File: config.mk
export PLATFORM = sky130hd
export DESIGN_NAME = ysyx_lsu_resp_flat
export DESIGN_NICKNAME = d
export VERILOG_FILES = /design/src/rtl/ysyx_lsu_resp_if.sv /design/src/rtl/ysyx_lsu_resp.sv /design/src/flat_wrapper.sv
export SDC_FILE = /design/constraint.sdc
export NUM_CORES = 1
export LEC_CHECK = 0
export ABC_AREA = 1
export CORE_MARGIN = 2
export CORE_UTILIZATION = 41
export DETAILED_ROUTE_END_ITERATION = 10
export PLACE_DENSITY_LB_ADDON = 0.3
export SYNTH_ARGS = -nofsm -noshare
export SYNTH_HDL_FRONTEND = slang
export SYNTH_SLANG_ARGS = --single-unit
File: constraint.sdc
create_clock -name clk -period 1.6 [get_ports clk]
set_input_delay 0.32 -clock clk [delete_from_list [all_inputs] [get_ports clk]]
set_output_delay 0.32 -clock clk [all_outputs]
set_load 0.005 [all_outputs]
File: src/rtl/ysyx_lsu_resp_if.sv
// Bundle between the execute stage, the LSU responder and the AXI4-Lite style data bus.
// The slave modport is the responder's view; master is the requester plus memory side.
interface ysyx_lsu_resp_if #(
    parameter int BIT_W = 32
);
    // Request side: avalid is held until the one-cycle rvalid/wready completion pulse.
    // Bus side: a channel transfers on a clock edge where its valid and ready are both 1;
    // a raised valid and its payload stay stable until that edge.
    logic             lsu_avalid;
    logic [BIT_W-1:0] lsu_addr;
    logic             lsu_ren;
    logic             lsu_wen;
    logic [2:0]       lsu_func3;
    logic [BIT_W-1:0] lsu_wdata;
    logic [BIT_W-1:0] lsu_rdata_o;
    logic             lsu_rvalid_o;
    logic             lsu_wready_o;
    logic             lsu_err_o;

    logic [BIT_W-1:0] araddr_o;
    logic             arvalid_o;
    logic             arready;
    logic [BIT_W-1:0] rdata;
    logic [1:0]       rresp;
    logic             rvalid;
    logic             rready_o;
    logic [BIT_W-1:0] awaddr_o;
    logic             awvalid_o;
    logic             awready;
    logic [BIT_W-1:0] wdata_o;
    logic [3:0]       wstrb_o;
    logic             wvalid_o;
    logic             wready;
    logic [1:0]       bresp;
    logic             bvalid;
    logic             bready_o;

    modport slave (
        input  lsu_avalid, lsu_addr, lsu_ren, lsu_wen, lsu_func3, lsu_wdata,
        output lsu_rdata_o, lsu_rvalid_o, lsu_wready_o, lsu_err_o,
        output araddr_o, arvalid_o, input arready,
        input  rdata, rresp, rvalid, output rready_o,
        output awaddr_o, awvalid_o, input awready,
        output wdata_o, wstrb_o, wvalid_o, input wready,
        input  bresp, bvalid, output bready_o
    );

    modport master (
        output lsu_avalid, lsu_addr, lsu_ren, lsu_wen, lsu_func3, lsu_wdata,
        input  lsu_rdata_o, lsu_rvalid_o, lsu_wready_o, lsu_err_o,
        input  araddr_o, arvalid_o, output arready,
        output rdata, rresp, rvalid, input rready_o,
        input  awaddr_o, awvalid_o, output awready,
        input  wdata_o, wstrb_o, wvalid_o, output wready,
        output bresp, bvalid, input bready_o
    );
endinterface

File: src/rtl/ysyx_lsu_resp.sv
// LSU responder: turns one execute-stage memory request into one AR/R or AW+W/B bus
// transaction, with lane placement, strobes, load extension and misalignment detection.
module ysyx_lsu_resp #(
    parameter int BIT_W = 32
) (
    input  logic               clk,
    input  logic               rst,
    ysyx_lsu_resp_if.slave     io,
    output logic               busy_o,
    output logic [2:0]         state_o
);

    typedef enum logic [2:0] {
        S_IDLE  = 3'd0,
        S_RADDR = 3'd1,
        S_RDATA = 3'd2,
        S_WREQ  = 3'd3,
        S_WRESP = 3'd4,
        S_DONE  = 3'd5
    } state_e;

    state_e           state_q;
    logic [1:0]       off_q;
    logic [2:0]       func3_q;
    logic             aw_done_q, w_done_q;
    logic             arvalid_q, rready_q, awvalid_q, wvalid_q, bready_q;
    logic             rvalid_q, wready_q, err_q;
    logic [BIT_W-1:0] araddr_q, awaddr_q, wdata_q, rdata_q;
    logic [3:0]       wstrb_q;

    logic             req_d, misaligned_d, aw_done_d, w_done_d;
    logic [BIT_W-1:0] wdata_d, rshift_d, rext_d;
    logic [3:0]       wstrb_d;

    always_comb begin
        req_d        = io.lsu_avalid & (io.lsu_ren | io.lsu_wen);
        misaligned_d = ((io.lsu_func3[1:0] == 2'd1) & io.lsu_addr[0]) |
                       ((io.lsu_func3[1:0] == 2'd2) & (io.lsu_addr[1:0] != 2'd0));
        wdata_d      = io.lsu_wdata << {io.lsu_addr[1:0], 3'b000};
        case (io.lsu_func3[1:0])
            2'd0:    wstrb_d = 4'b0001 << io.lsu_addr[1:0];
            2'd1:    wstrb_d = 4'b0011 << io.lsu_addr[1:0];
            default: wstrb_d = 4'b1111;
        endcase
        // Loads use the full bus word shifted down to the addressed byte lane.
        rshift_d = io.rdata >> {off_q, 3'b000};
        case (func3_q)
            3'd0:    rext_d = {{(BIT_W-8){rshift_d[7]}}, rshift_d[7:0]};
            3'd1:    rext_d = {{(BIT_W-16){rshift_d[15]}}, rshift_d[15:0]};
            3'd4:    rext_d = {{(BIT_W-8){1'b0}}, rshift_d[7:0]};
            3'd5:    rext_d = {{(BIT_W-16){1'b0}}, rshift_d[15:0]};
            default: rext_d = io.rdata;
        endcase
        aw_done_d = aw_done_q | (awvalid_q & io.awready);
        w_done_d  = w_done_q | (wvalid_q & io.wready);
    end

    always_ff @(posedge clk or negedge rst) begin
        if (!rst) begin
            state_q   <= S_IDLE;
            off_q     <= 2'd0;
            func3_q   <= 3'd0;
            aw_done_q <= 1'b0;
            w_done_q  <= 1'b0;
            arvalid_q <= 1'b0;
            rready_q  <= 1'b0;
            awvalid_q <= 1'b0;
            wvalid_q  <= 1'b0;
            bready_q  <= 1'b0;
            rvalid_q  <= 1'b0;
            wready_q  <= 1'b0;
            err_q     <= 1'b0;
            araddr_q  <= '0;
            awaddr_q  <= '0;
            wdata_q   <= '0;
            rdata_q   <= '0;
            wstrb_q   <= 4'd0;
        end else begin
            // Completion outputs are single-cycle; they are raised only on entry to DONE.
            rvalid_q <= 1'b0;
            wready_q <= 1'b0;
            err_q    <= 1'b0;
            case (state_q)
                S_IDLE: begin
                    if (req_d) begin
                        off_q   <= io.lsu_addr[1:0];
                        func3_q <= io.lsu_func3;
                        if (misaligned_d) begin
                            state_q  <= S_DONE;
                            rvalid_q <= io.lsu_ren;
                            wready_q <= ~io.lsu_ren;
                            err_q    <= 1'b1;
                            if (io.lsu_ren) rdata_q <= '0;
                        end else if (io.lsu_ren) begin
                            state_q   <= S_RADDR;
                            arvalid_q <= 1'b1;
                            araddr_q  <= io.lsu_addr;
                        end else begin
                            state_q   <= S_WREQ;
                            awvalid_q <= 1'b1;
                            wvalid_q  <= 1'b1;
                            awaddr_q  <= io.lsu_addr;
                            wdata_q   <= wdata_d;
                            wstrb_q   <= wstrb_d;
                            aw_done_q <= 1'b0;
                            w_done_q  <= 1'b0;
                        end
                    end
                end
                S_RADDR: begin
                    if (io.arready) begin
                        arvalid_q <= 1'b0;
                        rready_q  <= 1'b1;
                        state_q   <= S_RDATA;
                    end
                end
                S_RDATA: begin
                    if (io.rvalid) begin
                        rready_q <= 1'b0;
                        rdata_q  <= rext_d;
                        rvalid_q <= 1'b1;
                        err_q    <= (io.rresp != 2'd0);
                        state_q  <= S_DONE;
                    end
                end
                S_WREQ: begin
                    if (io.awready) awvalid_q <= 1'b0;
                    if (io.wready)  wvalid_q  <= 1'b0;
                    aw_done_q <= aw_done_d;
                    w_done_q  <= w_done_d;
                    if (aw_done_d && w_done_d) begin
                        bready_q <= 1'b1;
                        state_q  <= S_WRESP;
                    end
                end
                S_WRESP: begin
                    if (io.bvalid) begin
                        bready_q <= 1'b0;
                        wready_q <= 1'b1;
                        err_q    <= (io.bresp != 2'd0);
                        state_q  <= S_DONE;
                    end
                end
                S_DONE:  state_q <= S_IDLE;
                default: state_q <= S_IDLE;
            endcase
        end
    end

    assign io.lsu_rdata_o  = rdata_q;
    assign io.lsu_rvalid_o = rvalid_q;
    assign io.lsu_wready_o = wready_q;
    assign io.lsu_err_o    = err_q;
    assign io.araddr_o     = araddr_q;
    assign io.arvalid_o    = arvalid_q;
    assign io.rready_o     = rready_q;
    assign io.awaddr_o     = awaddr_q;
    assign io.awvalid_o    = awvalid_q;
    assign io.wdata_o      = wdata_q;
    assign io.wstrb_o      = wstrb_q;
    assign io.wvalid_o     = wvalid_q;
    assign io.bready_o     = bready_q;
    assign busy_o          = (state_q != S_IDLE);
    assign state_o         = state_q;

endmodule

File: src/flat_wrapper.sv
// flat-port wrapper written by rule: the top's interface ports become plain ports
module ysyx_lsu_resp_flat 
#(
    parameter int BIT_W = 32
)
  (clk, rst, busy_o, state_o, io_lsu_avalid, io_lsu_addr, io_lsu_ren, io_lsu_wen, io_lsu_func3, io_lsu_wdata, io_lsu_rdata_o, io_lsu_rvalid_o, io_lsu_wready_o, io_lsu_err_o, io_araddr_o, io_arvalid_o, io_arready, io_rdata, io_rresp, io_rvalid, io_rready_o, io_awaddr_o, io_awvalid_o, io_awready, io_wdata_o, io_wstrb_o, io_wvalid_o, io_wready, io_bresp, io_bvalid, io_bready_o);
  ysyx_lsu_resp_if #(.BIT_W(BIT_W)) io_i ();
  input  logic clk;
  input  logic rst;
  output logic busy_o;
  output logic [2:0] state_o;
  input wire logic [$bits(io_i.lsu_avalid)-1:0] io_lsu_avalid;
  input wire logic [$bits(io_i.lsu_addr)-1:0] io_lsu_addr;
  input wire logic [$bits(io_i.lsu_ren)-1:0] io_lsu_ren;
  input wire logic [$bits(io_i.lsu_wen)-1:0] io_lsu_wen;
  input wire logic [$bits(io_i.lsu_func3)-1:0] io_lsu_func3;
  input wire logic [$bits(io_i.lsu_wdata)-1:0] io_lsu_wdata;
  output wire logic [$bits(io_i.lsu_rdata_o)-1:0] io_lsu_rdata_o;
  output wire logic [$bits(io_i.lsu_rvalid_o)-1:0] io_lsu_rvalid_o;
  output wire logic [$bits(io_i.lsu_wready_o)-1:0] io_lsu_wready_o;
  output wire logic [$bits(io_i.lsu_err_o)-1:0] io_lsu_err_o;
  output wire logic [$bits(io_i.araddr_o)-1:0] io_araddr_o;
  output wire logic [$bits(io_i.arvalid_o)-1:0] io_arvalid_o;
  input wire logic [$bits(io_i.arready)-1:0] io_arready;
  input wire logic [$bits(io_i.rdata)-1:0] io_rdata;
  input wire logic [$bits(io_i.rresp)-1:0] io_rresp;
  input wire logic [$bits(io_i.rvalid)-1:0] io_rvalid;
  output wire logic [$bits(io_i.rready_o)-1:0] io_rready_o;
  output wire logic [$bits(io_i.awaddr_o)-1:0] io_awaddr_o;
  output wire logic [$bits(io_i.awvalid_o)-1:0] io_awvalid_o;
  input wire logic [$bits(io_i.awready)-1:0] io_awready;
  output wire logic [$bits(io_i.wdata_o)-1:0] io_wdata_o;
  output wire logic [$bits(io_i.wstrb_o)-1:0] io_wstrb_o;
  output wire logic [$bits(io_i.wvalid_o)-1:0] io_wvalid_o;
  input wire logic [$bits(io_i.wready)-1:0] io_wready;
  input wire logic [$bits(io_i.bresp)-1:0] io_bresp;
  input wire logic [$bits(io_i.bvalid)-1:0] io_bvalid;
  output wire logic [$bits(io_i.bready_o)-1:0] io_bready_o;
  assign io_i.lsu_avalid = io_lsu_avalid;
  assign io_i.lsu_addr = io_lsu_addr;
  assign io_i.lsu_ren = io_lsu_ren;
  assign io_i.lsu_wen = io_lsu_wen;
  assign io_i.lsu_func3 = io_lsu_func3;
  assign io_i.lsu_wdata = io_lsu_wdata;
  assign io_lsu_rdata_o = io_i.lsu_rdata_o;
  assign io_lsu_rvalid_o = io_i.lsu_rvalid_o;
  assign io_lsu_wready_o = io_i.lsu_wready_o;
  assign io_lsu_err_o = io_i.lsu_err_o;
  assign io_araddr_o = io_i.araddr_o;
  assign io_arvalid_o = io_i.arvalid_o;
  assign io_i.arready = io_arready;
  assign io_i.rdata = io_rdata;
  assign io_i.rresp = io_rresp;
  assign io_i.rvalid = io_rvalid;
  assign io_rready_o = io_i.rready_o;
  assign io_awaddr_o = io_i.awaddr_o;
  assign io_awvalid_o = io_i.awvalid_o;
  assign io_i.awready = io_awready;
  assign io_wdata_o = io_i.wdata_o;
  assign io_wstrb_o = io_i.wstrb_o;
  assign io_wvalid_o = io_i.wvalid_o;
  assign io_i.wready = io_wready;
  assign io_i.bresp = io_bresp;
  assign io_i.bvalid = io_bvalid;
  assign io_bready_o = io_i.bready_o;
  ysyx_lsu_resp #(.BIT_W(BIT_W)) u_core (.clk(clk), .rst(rst), .io(io_i), .busy_o(busy_o), .state_o(state_o));
endmodule
# ---- Yosys cells after proc, flatten, opt, wreduce, memory -nomap -nowiden
# Index checks and enable logic that the tools add are counted.
dict set report totals {
  regBits 150
  latch_bits 0
  ram_bits 0
  rom_bits 0
  output_inout_bits 144
  mem_count 0
}
dict set report op_classes {
  addsub 0
  multipliers 0
  n_div 0
  order_cmp 0
  n_eq_ne 20
  shift 4
  n_mux 51
  n_bitwise 11
  n_reduce_logical 24
}
# operator count
set op_table {}
lappend op_table {{$mux 32} 4}
lappend op_table {{$pmux 32 s4} 1}
lappend op_table {{$pmux 32 s2} 1}
lappend op_table {{$shl 32x5->32} 1}
lappend op_table {{$shr 32x5->16} 1}
lappend op_table {{$mux 1} 26}
lappend op_table {{$reduce_and 5->1} 5}
lappend op_table {{$mux 3} 6}
lappend op_table {{$pmux 1 s2} 9}
lappend op_table {{$ne 2x2->1 const B} 8}
lappend op_table {{$reduce_bool 2->1} 8}
lappend op_table {{$pmux 3 s5} 1}
lappend op_table {{$reduce_and 4->1} 3}
lappend op_table {{$eq 3x3->1 const B} 3}
lappend op_table {{$pmux 4 s2} 1}
lappend op_table {{$eq 3x1->1 const B} 2}
lappend op_table {{$eq 3x2->1 const B} 2}
lappend op_table {{$logic_not 3->1} 2}
lappend op_table {{$ne 2x1->1 const B} 3}
lappend op_table {{$reduce_and 3->1} 2}
lappend op_table {{$and 1x1->1} 5}
lappend op_table {{$or 1x1->1} 4}
lappend op_table {{$shl 1x2->4 const A} 1}
lappend op_table {{$shl 2x2->4 const A} 1}
lappend op_table {{9 further kinds} 10}

# ---- Logic depth before layout (Yosys ltp)
dict set report depth {
  word_depth 6
  depth_mapped 10
  depth_no_buf 8
}

# ---- Worst setup path before layout
# OpenSTA, ideal clock, no wires.
dict set report synth_path {
  kind {reg-to-reg}
  start {reg u_core.state_q[2] (netlist: u_core.state_o[2])}
  end {reg u_core.araddr_q[11] (netlist: u_core.io.araddr_o[11])}
  setup_ns 0.121
  arrival_ns 1.472
  required_time_ns 1.479
  setup_slack_ns 0.007
  path_stages_with_launch 8
  n_path_buf 1
  period_less_slack_ns 1.593
  cell_sequence {dfrtp_1 -> nor2_4 -> nand2_4 -> clkinv_4 -> nand2_4 -> nor3_4 -> buf_6 -> o21ai_1}
}
dict set report synth_between {
  elab_chain_cells 2
}
# element line_no
set synth_rtl {}
lappend synth_rtl {{start: declaration} ysyx_lsu_resp.sv:22} ;# state_e state_q;
lappend synth_rtl {{start signal: assignment} ysyx_lsu_resp.sv:60} ;# state_q <= S_IDLE;
lappend synth_rtl {{start signal: assignment} ysyx_lsu_resp.sv:89} ;# state_q <= S_DONE;
lappend synth_rtl {{start signal: assignment} ysyx_lsu_resp.sv:95} ;# state_q <= S_RADDR;
lappend synth_rtl {{$logic_not 3->1} ysyx_lsu_resp.sv:83} ;# case (state_q)
lappend synth_rtl {{$reduce_and 4->1 (no source line)} -}
lappend synth_rtl {{end signal: assignment} ysyx_lsu_resp.sv:97} ;# araddr_q <= io.lsu_addr;
lappend synth_rtl {{end: declaration} ysyx_lsu_resp.sv:28} ;# logic [BIT_W-1:0] araddr_q, awaddr_q, wdata_q, rdata_q;
# No other way between the ends.
# A chain may end at the register's enable or synchronous reset.

# ---- Final worst setup path
dict set report layout_path {
  start {reg u_core.state_q[1] (netlist: u_core.state_o[1])}
  end {reg u_core.araddr_q[23] (netlist: u_core.io.araddr_o[23])}
}
# The elaborated chain is that of the path after synthesis.

==> metrics.cfg <==
[grt]
first_global_vias=7584
antenna_found_initial=0
globalRoute.totalOverflow=0
track_usage=0.249
grt_start_max_net_pins=43
grt_pass1_wl_um=38400

[timing]
max_slew.worst_pin.slew_ns=0.382
final.period_utilization=1.00
slew-limit-headroom=0.743
slew_viol_final=0
timing.final.crit_period_ns=1.60
final-hold-violation-count=0
setup_slack_ns=-0.00342
max_clock_freq_ghz=0.624
grt_setup_unrepaired=true
setup_viol_count_final=1
skew_ns=0.00871

[status]
failing_checks=negative setup slack
outcome=complete, but fails checks

[clock_tree]
clock_tree_from_tritoncts=done
clkSinkCount=150
worst_skew_pair.late_latency_ns=0.42
cts-htree-levels=4
number_of_buffers_created_by_cts=17
clk_pin_slew_worst_paths_ns=0.07
clockBufferDepth=2
cts_root_buf=sky130_fd_sc_hd__clkbuf_16

[route]
via_per_inst=5.02
via_count=7760
detail_route.wirelength_um=25100
first_iter_violations=365
post_drt_wl_per_cell_um=16.2
ant_nets=0
drt-pass1-iter-count=5
drcViolationCount=0

[placement]
dp_area_um2=10800
pre_cts_slack_ns=-0.377
final_hpwl_from_detailed_placement_um=17200
numPlacedInstances=1473
numPortBuffers=256
finalWeightedCongestion=0.914

[yosys]
syn_inst=959
count_of_state_elements_after_synthesis=150
post_synth_num_cell_types=32
synthesis.nets=1072
synth_area_um2=7400
post_synth.cell_area_avg_um2=7.72
synth.yosys.seq_area_share=0.507
ys_warn_count=0

[worst_setup_path]
critical_path.slowest_cell=sky130_fd_sc_hd__dfrtp_1
crit-reg2reg-capture=u_core.io.araddr_o[23]$_DFFE_PN0P_
worstRegToRegCells=9
critPathLaunchType=flop
regToRegSetupSlack_ns=-0.003
worstPathMaxFanout=11
crit_path_end_kind=flop
slowest_delay_ns=0.40
cp_cell_sequence=buf_6, nor2_4, nand2_4, clkinv_4, nand2_8, nor3_4, buf_12, clkbuf_16, o21ai_1
critPathArrivalTime_ns=1.92
crit_end=u_core.io.araddr_o[23]$_DFFE_PN0P_
timing.rr.start=u_core.state_o[1]$_DFFE_PN0P_
crit_start=u_core.state_o[1]$_DFFE_PN0P_
required_ns=1.91
timing_worst_setup_path_type=flop to flop

[floorplan]
die-width_um=138
floorplan.die_area_um2=19100
num_rows=49
core-area_um2=17800
initial_core_util=0.415
die_h_um=138
ios=257

[layout]
nets=1420
finish.cell_count_without_fillers=1547
flow.area_growth_from_synthesis_pct=60.8
fillers=1476
final_area_um2=11900
antenna_cells=0
drive_above_1_share=0.175

[hold_path]
hp-class=input port to asynchronous set/reset pin

[power]
power.density_nw_per_um2=1680
total_power_mw=20.0
peakVddDrop_mv=0.972
total_leakage_power_nw=6.35

[flow_run]
cap_viol_max_count=0

worst min-delay path by stage:
| stage | end | slack [ns] | depth (start not counted) |
|---|---|---|---|
| after floorplan | u_core.aw_done_q$_DFFE_PN0P_ | 0.02 | 0 |
| after global placement | u_core.io.lsu_rdata_o[2]$_DFFE_PN0P_ | 0.23 | 1 |
| after detailed placement | u_core.io.lsu_rdata_o[2]$_DFFE_PN0P_ | 0.23 | 1 |
| after CTS | u_core.io.lsu_rdata_o[2]$_DFFE_PN0P_ | 0.35 | 2 |
| after global routing | u_core.io.lsu_rdata_o[2]$_DFFE_PN0P_ | 0.36 | 2 |
| final | u_core.io.lsu_rdata_o[2]$_DFFE_PN0P_ | 0.34 | 2 |
critical path, delay by kind of cell (launching register included):
kind	cells	cell delay, ns
buffers and inverters	4	0.60
AO/OA/AOI/OAI	1	0.06
flip-flops	1	0.40
AND/OR/NAND/NOR	4	0.43
placed cells by master (no fill, tap or decap), types with 20 or more instances in the layout:
| cell | n |
|---|---|
| sky130_fd_sc_hd__nand3_1 | 102 |
| sky130_fd_sc_hd__clkbuf_16 | 26 |
| sky130_fd_sc_hd__dfrtp_1 | 149 |
| sky130_fd_sc_hd__clkdlybuf4s50_1 | 110 |
| sky130_fd_sc_hd__o21ai_0 | 35 |
| sky130_fd_sc_hd__nand2_1 | 376 |
| sky130_fd_sc_hd__buf_4 | 89 |
| sky130_fd_sc_hd__a21oi_1 | 22 |
| sky130_fd_sc_hd__dlygate4sd2_1 | 135 |
| sky130_fd_sc_hd__inv_1 | 58 |
| sky130_fd_sc_hd__nor2_1 | 56 |
| sky130_fd_sc_hd__buf_12 | 20 |
| sky130_fd_sc_hd__o21ai_2 | 29 |
state kept, by name (all words and copies together) (netlist names):
register,cells
u_core.aw_done_q,1
u_core.io.bready_o,1
u_core.io.awaddr_o,32
u_core.off_q,2
u_core.io.wvalid_o,1
u_core.io.araddr_o,32
u_core.io.lsu_rdata_o,32
u_core.io.lsu_rvalid_o,1
u_core.io.lsu_err_o,1
u_core.io.wstrb_o,4
u_core.io.wdata_o,32
u_core.io.rready_o,1
u_core.func3_q,3
u_core.state_o,3
u_core.w_done_q,1
u_core.io.awvalid_o,1
u_core.io.lsu_wready_o,1
u_core.io.arvalid_o,1
power by group:
group | internal [mW] | leakage [nW] | switching [mW] | total [mW]
clock | 2.80 | 0.309 | 1.64 | 4.44
sequential | 5.53 | 1.88 | 1.04 | 6.56
combinational | 4.60 | 4.16 | 4.37 | 8.97
total | 12.9 | 6.35 | 7.04 | 20.0
cells by family (layout without fill, tap and decap cells):
group                  Yosys count  after routing  share of synthesized area
buffers and inverters          118            477                     0.0722
and+or+nand+nor                576            576                      0.326
AOI/OAI and AO/OA              115            115                     0.0949
DFF                            150            150                      0.507
layer usage:
metal / GRT usage / up-vias / share of wire
met3: 0.0817 / 50 / 0.085
li1: - / 3748 / -
met2: 0.413 / 303 / 0.48
met1: 0.301 / 3659 / 0.40
met4: 0.102 / 0 / 0.030
met5: 0 / - / 0
area by class of cell:
class / instances / area (µm²) / share of cell area
Clock buffer: 18 / 439 / 0.0369
Clock inverter: 12 / 201 / 0.0169
Inverter: 67 / 264 / 0.0222
Multi-Input combinational cell: 691 / 3170 / 0.266
Sequential cell: 150 / 3750 / 0.315
Tap cell: 229 / 287 / 0.0241
Timing Repair Buffer: 380 / 3790 / 0.318
stage by stage:
stage           util  setup TNS [ns]  hold WS [ns]
2_1_floorplan      -               0        0.0244
3_3_place_gp   0.607          -40.82         0.225
3_5_place_dp   0.607          -44.74         0.231
4_1_cts        0.645          -0.100         0.348
5_1_grt        0.667           -1.32         0.357
6_report       0.667        -0.00342         0.343
Yosys cell counts (all sizes together):
master     n  area (µm²)
nand4      2        12.5
nand3    106         541
clkinv     1        8.76
nor3       3        31.3
o2111ai    4        35.0
nand2    389        1480
a21oi     22         110
o211ai     1        7.51
clkbuf    27         101
or2       13        81.3
a21boi     1        7.51
o21ai     80         498
o22ai      1        6.26
buf       24         171
nand3b     2        15.0
inv       66         253
a31oi      6        37.5
dfrtp    150        3750
nor2      61         246
repair_timing:
action,4_1_cts,5_1_grt
hold buffers,1,0
gates cloned,0,9
endpoints found under the setup margin,141,109
endpoints found under the hold margin,27,0
buffers inserted,25,9
gates resized for setup,140,28
pin swaps,1,5
No activity file was read; power rests on OpenSTA's default activity.
